**src/rtl/serial_add_sub.sv**
```systemverilog
// Bit-serial adder/subtractor: one add/sub cell and a carry/borrow flop, LSB first.
// Optional signed-overflow output is built when SERIAL_OVF_EN is defined.
module serial_add_sub #(
    parameter int WIDTH = 8
) (
    input  logic             clk,
    input  logic             rst_n,
    input  logic             start,
    input  logic             mode,
    input  logic [WIDTH-1:0] a,
    input  logic [WIDTH-1:0] b,
    output logic             busy,
    output logic             done,
    output logic [WIDTH-1:0] result,
    output logic             cout,
    output logic             ovf
);

    // state | meaning
    // IDLE  | waiting for start; outputs hold last result
    // RUN   | one bit per cycle through the add/sub cell
    // DONE  | single-cycle done pulse, result/cout valid
    typedef enum logic [1:0] {IDLE, RUN, DONE} state_t;

    localparam int CW = (WIDTH > 1) ? $clog2(WIDTH) : 1;

    state_t           state, state_nxt;
    logic [WIDTH-1:0] a_sh, b_sh;
    logic [WIDTH-1:0] result_shift;
    logic [CW-1:0]    cnt;
    logic             mode_q;
    logic             c;
    logic             ai, bi, s, c_nxt, last;

    assign ai    = a_sh[0];
    assign bi    = b_sh[0];
    assign s     = ai ^ bi ^ c;
    assign c_nxt = mode_q ? ((~ai & bi) | (bi & c) | (c & ~ai))
                          : ((ai & bi) | (bi & c) | (c & ai));
    assign last  = (cnt == CW'(WIDTH - 1));

    generate
        if (WIDTH == 1) begin : g_w1
            assign result_shift = s;
        end else begin : g_wn
            assign result_shift = {s, result[WIDTH-1:1]};
        end
    endgenerate

    always_ff @(posedge clk) begin
        if (!rst_n) state <= IDLE;
        else        state <= state_nxt;
    end

    always_comb begin
        state_nxt = state;
        case (state)
            IDLE:    if (start) state_nxt = RUN;
            RUN:     if (last)  state_nxt = DONE;
            DONE:    state_nxt = IDLE;
            default: state_nxt = IDLE;
        endcase
    end

    always_comb begin
        busy = (state == RUN) || (state == DONE);
        done = (state == DONE);
    end

    always_ff @(posedge clk) begin
        if (!rst_n) begin
            a_sh   <= '0;
            b_sh   <= '0;
            mode_q <= 1'b0;
            c      <= 1'b0;
            cnt    <= '0;
            result <= '0;
            cout   <= 1'b0;
        end else begin
            case (state)
                IDLE: begin
                    if (start) begin
                        a_sh   <= a;
                        b_sh   <= b;
                        mode_q <= mode;
                        c      <= 1'b0;
                        cnt    <= '0;
                    end
                end
                RUN: begin
                    a_sh   <= a_sh >> 1;
                    b_sh   <= b_sh >> 1;
                    c      <= c_nxt;
                    cnt    <= cnt + 1'b1;
                    result <= result_shift;
                    if (last) cout <= c_nxt;
                end
                default: ;
            endcase
        end
    end

`ifdef SERIAL_OVF_EN
    // On the final RUN edge c is the carry/borrow into the MSB, c_nxt the one out.
    always_ff @(posedge clk) begin
        if (!rst_n)                   ovf <= 1'b0;
        else if (state == RUN && last) ovf <= c ^ c_nxt;
    end
`else
    assign ovf = 1'b0;
`endif

endmodule
```
**config.mk**
```make
export PLATFORM = sky130hd
export DESIGN_NAME = serial_add_sub
export DESIGN_NICKNAME = d
export VERILOG_FILES = /design/src/rtl/serial_add_sub.sv
export SDC_FILE = /design/constraint.sdc
export NUM_CORES = 1
export LEC_CHECK = 0
export CAP_MARGIN = 10
export CELL_PAD_IN_SITES_DETAIL_PLACEMENT = 1
export CELL_PAD_IN_SITES_GLOBAL_PLACEMENT = 2
export CORE_UTILIZATION = 25
export CTS_BUF_LIST = sky130_fd_sc_hd__clkbuf_4 sky130_fd_sc_hd__clkbuf_8 sky130_fd_sc_hd__clkbuf_16
export DETAILED_ROUTE_END_ITERATION = 16
export MAX_ROUTING_LAYER = met4
export PLACE_DENSITY_LB_ADDON = 0.1
export SLEW_MARGIN = 5
export SYNTH_ARGS = -nofsm -noshare
export SYNTH_HDL_FRONTEND = slang
export SYNTH_SLANG_ARGS = --single-unit
```
**constraint.sdc**
```tcl
create_clock -name clk -period 2 [get_ports clk]
set_input_delay 0.2 -clock clk [delete_from_list [all_inputs] [get_ports clk]]
set_output_delay 0.2 -clock clk [all_outputs]
set_load 0.03 [all_outputs]
```
==> key figures <==
Floorplanning
  • IO Count: 32
  • Die area: between 6000 and 7000 µm²
  • Site Rows: 27
  • Die H: between 70 and 80 µm
  • Die X-Extent: 79.9 µm
  • Initial core utilization: 0.267
  • Core Area: between 5000 and 6000 µm²

Clocking
  • Clock-pin transition on the worst setup and hold timing paths: 0.07 ns
  • Post-CTS setup buffer count: 0
  • CTS root buf: clkbuf_8
  • H-tree Lvls: 2
  • TritonCTS buffer count: 5
  • Number of gates resized after CTS: 0
  • Clk Latency, worst-skew pair: 0.28 ns
  • CTS Sinks: 32
  • CTS tree: built
  • Clock Path Buffers: 2
  • Hold_buf cts: 0

Pwr
  • Part of the power in registers: 0.433
  • NetSw: between 0.4 and 0.5 mW
  • Sw frac: 0.275
  • Comb power frac: 0.180
  • Pwr/cell area: 832 nW/µm²
  • Worst vdd ir: 0.000258 V
  • Lkg Pwr: around 0.73 nW
  • Clock share of power: 0.387
  • Internal power: roughly 1.2 mW

STA
  • Final setup fails: 0
  • Fmax: about 0.55 GHz
  • Final Critical Period: ~1.8 ns
  • Clk_skew: 0.00532 ns
  • Setup tns final: 0 ns
  • Final worst-path cycle share: 0.917
  • Slew Limit Fails: 0
  • RSZ-0062 raised after global routing: no
  • Final Hold Fails: 0

Synth
  • Post-synthesis sequential area ratio: 0.423
  • Synthesized instance count: 150
  • Synth Area in Adders: 0.0677
  • Area contributors post-synth: dfxtp_1 42%, mux2i_1 15%, a211oi_2 8.3%, nor2_1 6.2%, ha_1 4.1%
  • Yosys warning count: 0
  • Simple-gate share of the synthesized area: 0.102
  • Mean Syn Cell Area: roughly 10 µm²
  • Cell area after synthesis: about 1500 µm²
  • Cell taking the most area after synthesis: dfxtp_1
  • Mux contribution to synthesized area: 0.162
  • Synth cell types: 27
  • Compound-Gate Fraction of Synth Area: 0.172
  • Synth top area share: 0.423
  • XOR/XNOR Fraction of Synth Area: 0
  • Synth Register Bits: 32
  • Largest family of logic cells by synthesized area: compound AO/OA/AOI/OAI gates
  • Mapped Nets: between 150 and 200

Place
  • Buffers on Ports: 30
  • Hpwl dp: between 2000 and 2500 µm
  • Final Wtd Congestion: 0.777

Route
  • First-pass iteration count of the detailed router: 4
  • Via count: between 1,000 and 1,500
  • Total wire length: 3380 µm
  • Starting DRT DRC Count: 37
  • Post-route ant nets: 0
  • DR vias/cell: 4.56
  • Post-route DRC: 0
  • WL/cell: about 13 µm

Layout
  • Diode count: 0
  • Most common cell after layout, fill and taps aside: dfxtp_1
  • Filler instances: between 600 and 700
  • Layout Utilization: 0.347
  • Layout Nets: between 200 and 250
  • Synth-to-layout area growth: 29.9%
  • Most frequent cells in the layout: 32 x dfxtp_1, 30 x clkdlybuf4s50_1, 25 x nor2_1
  • Share of cells above drive strength 1: 0.133

Global route
  • Gr usage total: 0.122
  • Global-route wire length before repair: ~5700 µm
  • Initial antenna violation count: 0
  • Largest net degree at the start of global routing: 30
  • Vias in the first global route: around 1,200
  • Remaining Overflow, GRT: 0

Critical path
  • Critical Path Slowest Stage Cell: clkdlybuf4s50_1
  • Worst Path Required: 1.80 ns
  • Worst setup EP type: output pin
  • CP cell instances: inv_1 > ha_1 > clkdlybuf4s50_1
  • Max stage delay on crit path: 0.66 ns
  • Critical path peak fanout: 3
  • Crit path launch type: register
  • Crit path DAT: 1.63 ns
  • Crit Path Class: register to output pin

Worst hold path
  • Worst Hold Class: register to register

Flow run
  • Max_cap viols: 0

Run status
  • Outcome: complete, no violations
-- power by group through the flow --
stage / registers [mW] / clock network, mW / logic (mW)
2_1_floorplan: 0.723 / 0 / 0.220
3_3_place_gp: 0.723 / 0 / 0.292
3_5_place_dp: 0.724 / 0 / 0.299
4_1_cts: 0.709 / 0.652 / 0.301
5_1_grt: 0.715 / 0.690 / 0.325
6_report: 0.708 / 0.633 / 0.295
-- final timing paths --
kind	from	endpoint	slack, ns	cells past startpoint
setup / recovery	state[0]	busy	0.17	3
setup reg to reg	state[0]	c	0.30	5
hold / removal	cnt[0]	cnt[0]	0.49	2
hold reg to reg	cnt[0]	cnt[0]	0.49	2
-- worst max-delay path: cells and delay by family, from the launching register on --
family                   cells  cell delay (ns)
buffers and inverters        2             0.74
flip-flops                   1             0.34
adder cells (fa/ha/maj)      1             0.28
-- logic make-up (layout without fill, tap and decap cells) --
family,Yosys count,after routing
buffers and inverters,19,49
DFF,32,32
and+or+nand+nor,36,36
AOI/OAI and AO/OA,31,31
adders and majority gates,7,7
other,1,1
muxes,24,24
-- cell usage after synthesis --
| library cell | instances |
|---|---|
| a211oi_2 | 10 |
| or3_1 | 1 |
| o32ai_1 | 1 |
| nor2b_1 | 2 |
| dfxtp_1 | 32 |
| a32oi_1 | 2 |
| mux2_4 | 1 |
| inv_1 | 6 |
| ha_1 | 5 |
| a21oi_1 | 7 |
| a211oi_1 | 6 |
| buf_2 | 6 |
| clkbuf_1 | 3 |
| fa_1 | 2 |
| a311oi_1 | 1 |
| and2_1 | 1 |
| nand2b_1 | 1 |
| buf_6 | 2 |
| buf_4 | 1 |
| conb_1 | 1 |
| nand3_1 | 1 |
| nor2_1 | 25 |
| o21ai_0 | 4 |
| nand2_1 | 3 |
| mux2i_1 | 23 |
| buf_8 | 1 |
| nand4_1 | 2 |
-- flip-flops by register name, indices dropped and copies added (netlist names) --
register	count
a_sh	8
b_sh	8
result	8
cnt	3
state	2
c	1
cout	1
mode_q	1
-- layout make-up --
class | count | area (µm²) | area share
multi-input cells | 99 | 766 | 0.389
repair buffers | 35 | 338 | 0.172
inverters | 6 | 22.5 | 0.0114
well taps | 72 | 90.1 | 0.0458
flip-flops and latches | 32 | 641 | 0.325
clock inverters | 3 | 42.5 | 0.0216
clock buffers | 5 | 68.8 | 0.0350
-- routing by layer --
| layer | vias to the layer above | GRT usage | part of all wire |
|---|---|---|---|
| met2 | 21 | 0.192 | 0.46 |
| li1 | 581 | - | - |
| met4 | 0 | 0.0625 | 0.019 |
| met1 | 539 | 0.143 | 0.48 |
| met3 | 7 | 0.0309 | 0.039 |
| met5 | - | - | 0 |
-- per-stage QoR --
step	instance area, µm²	total power [mW]	std cells	worst slack, ns	hold slack (ns)
2_1_floorplan	1520	0.943	150	0.505	0.322
3_3_place_gp	1860	1.01	244	0.397	0.471
3_5_place_dp	1860	1.02	244	0.310	0.477
4_1_cts	1970	1.66	252	0.146	0.489
5_1_grt	1970	1.73	252	0.104	0.522
6_report	1970	1.64	252	0.166	0.488
Power figures use the tool's default switching activity.
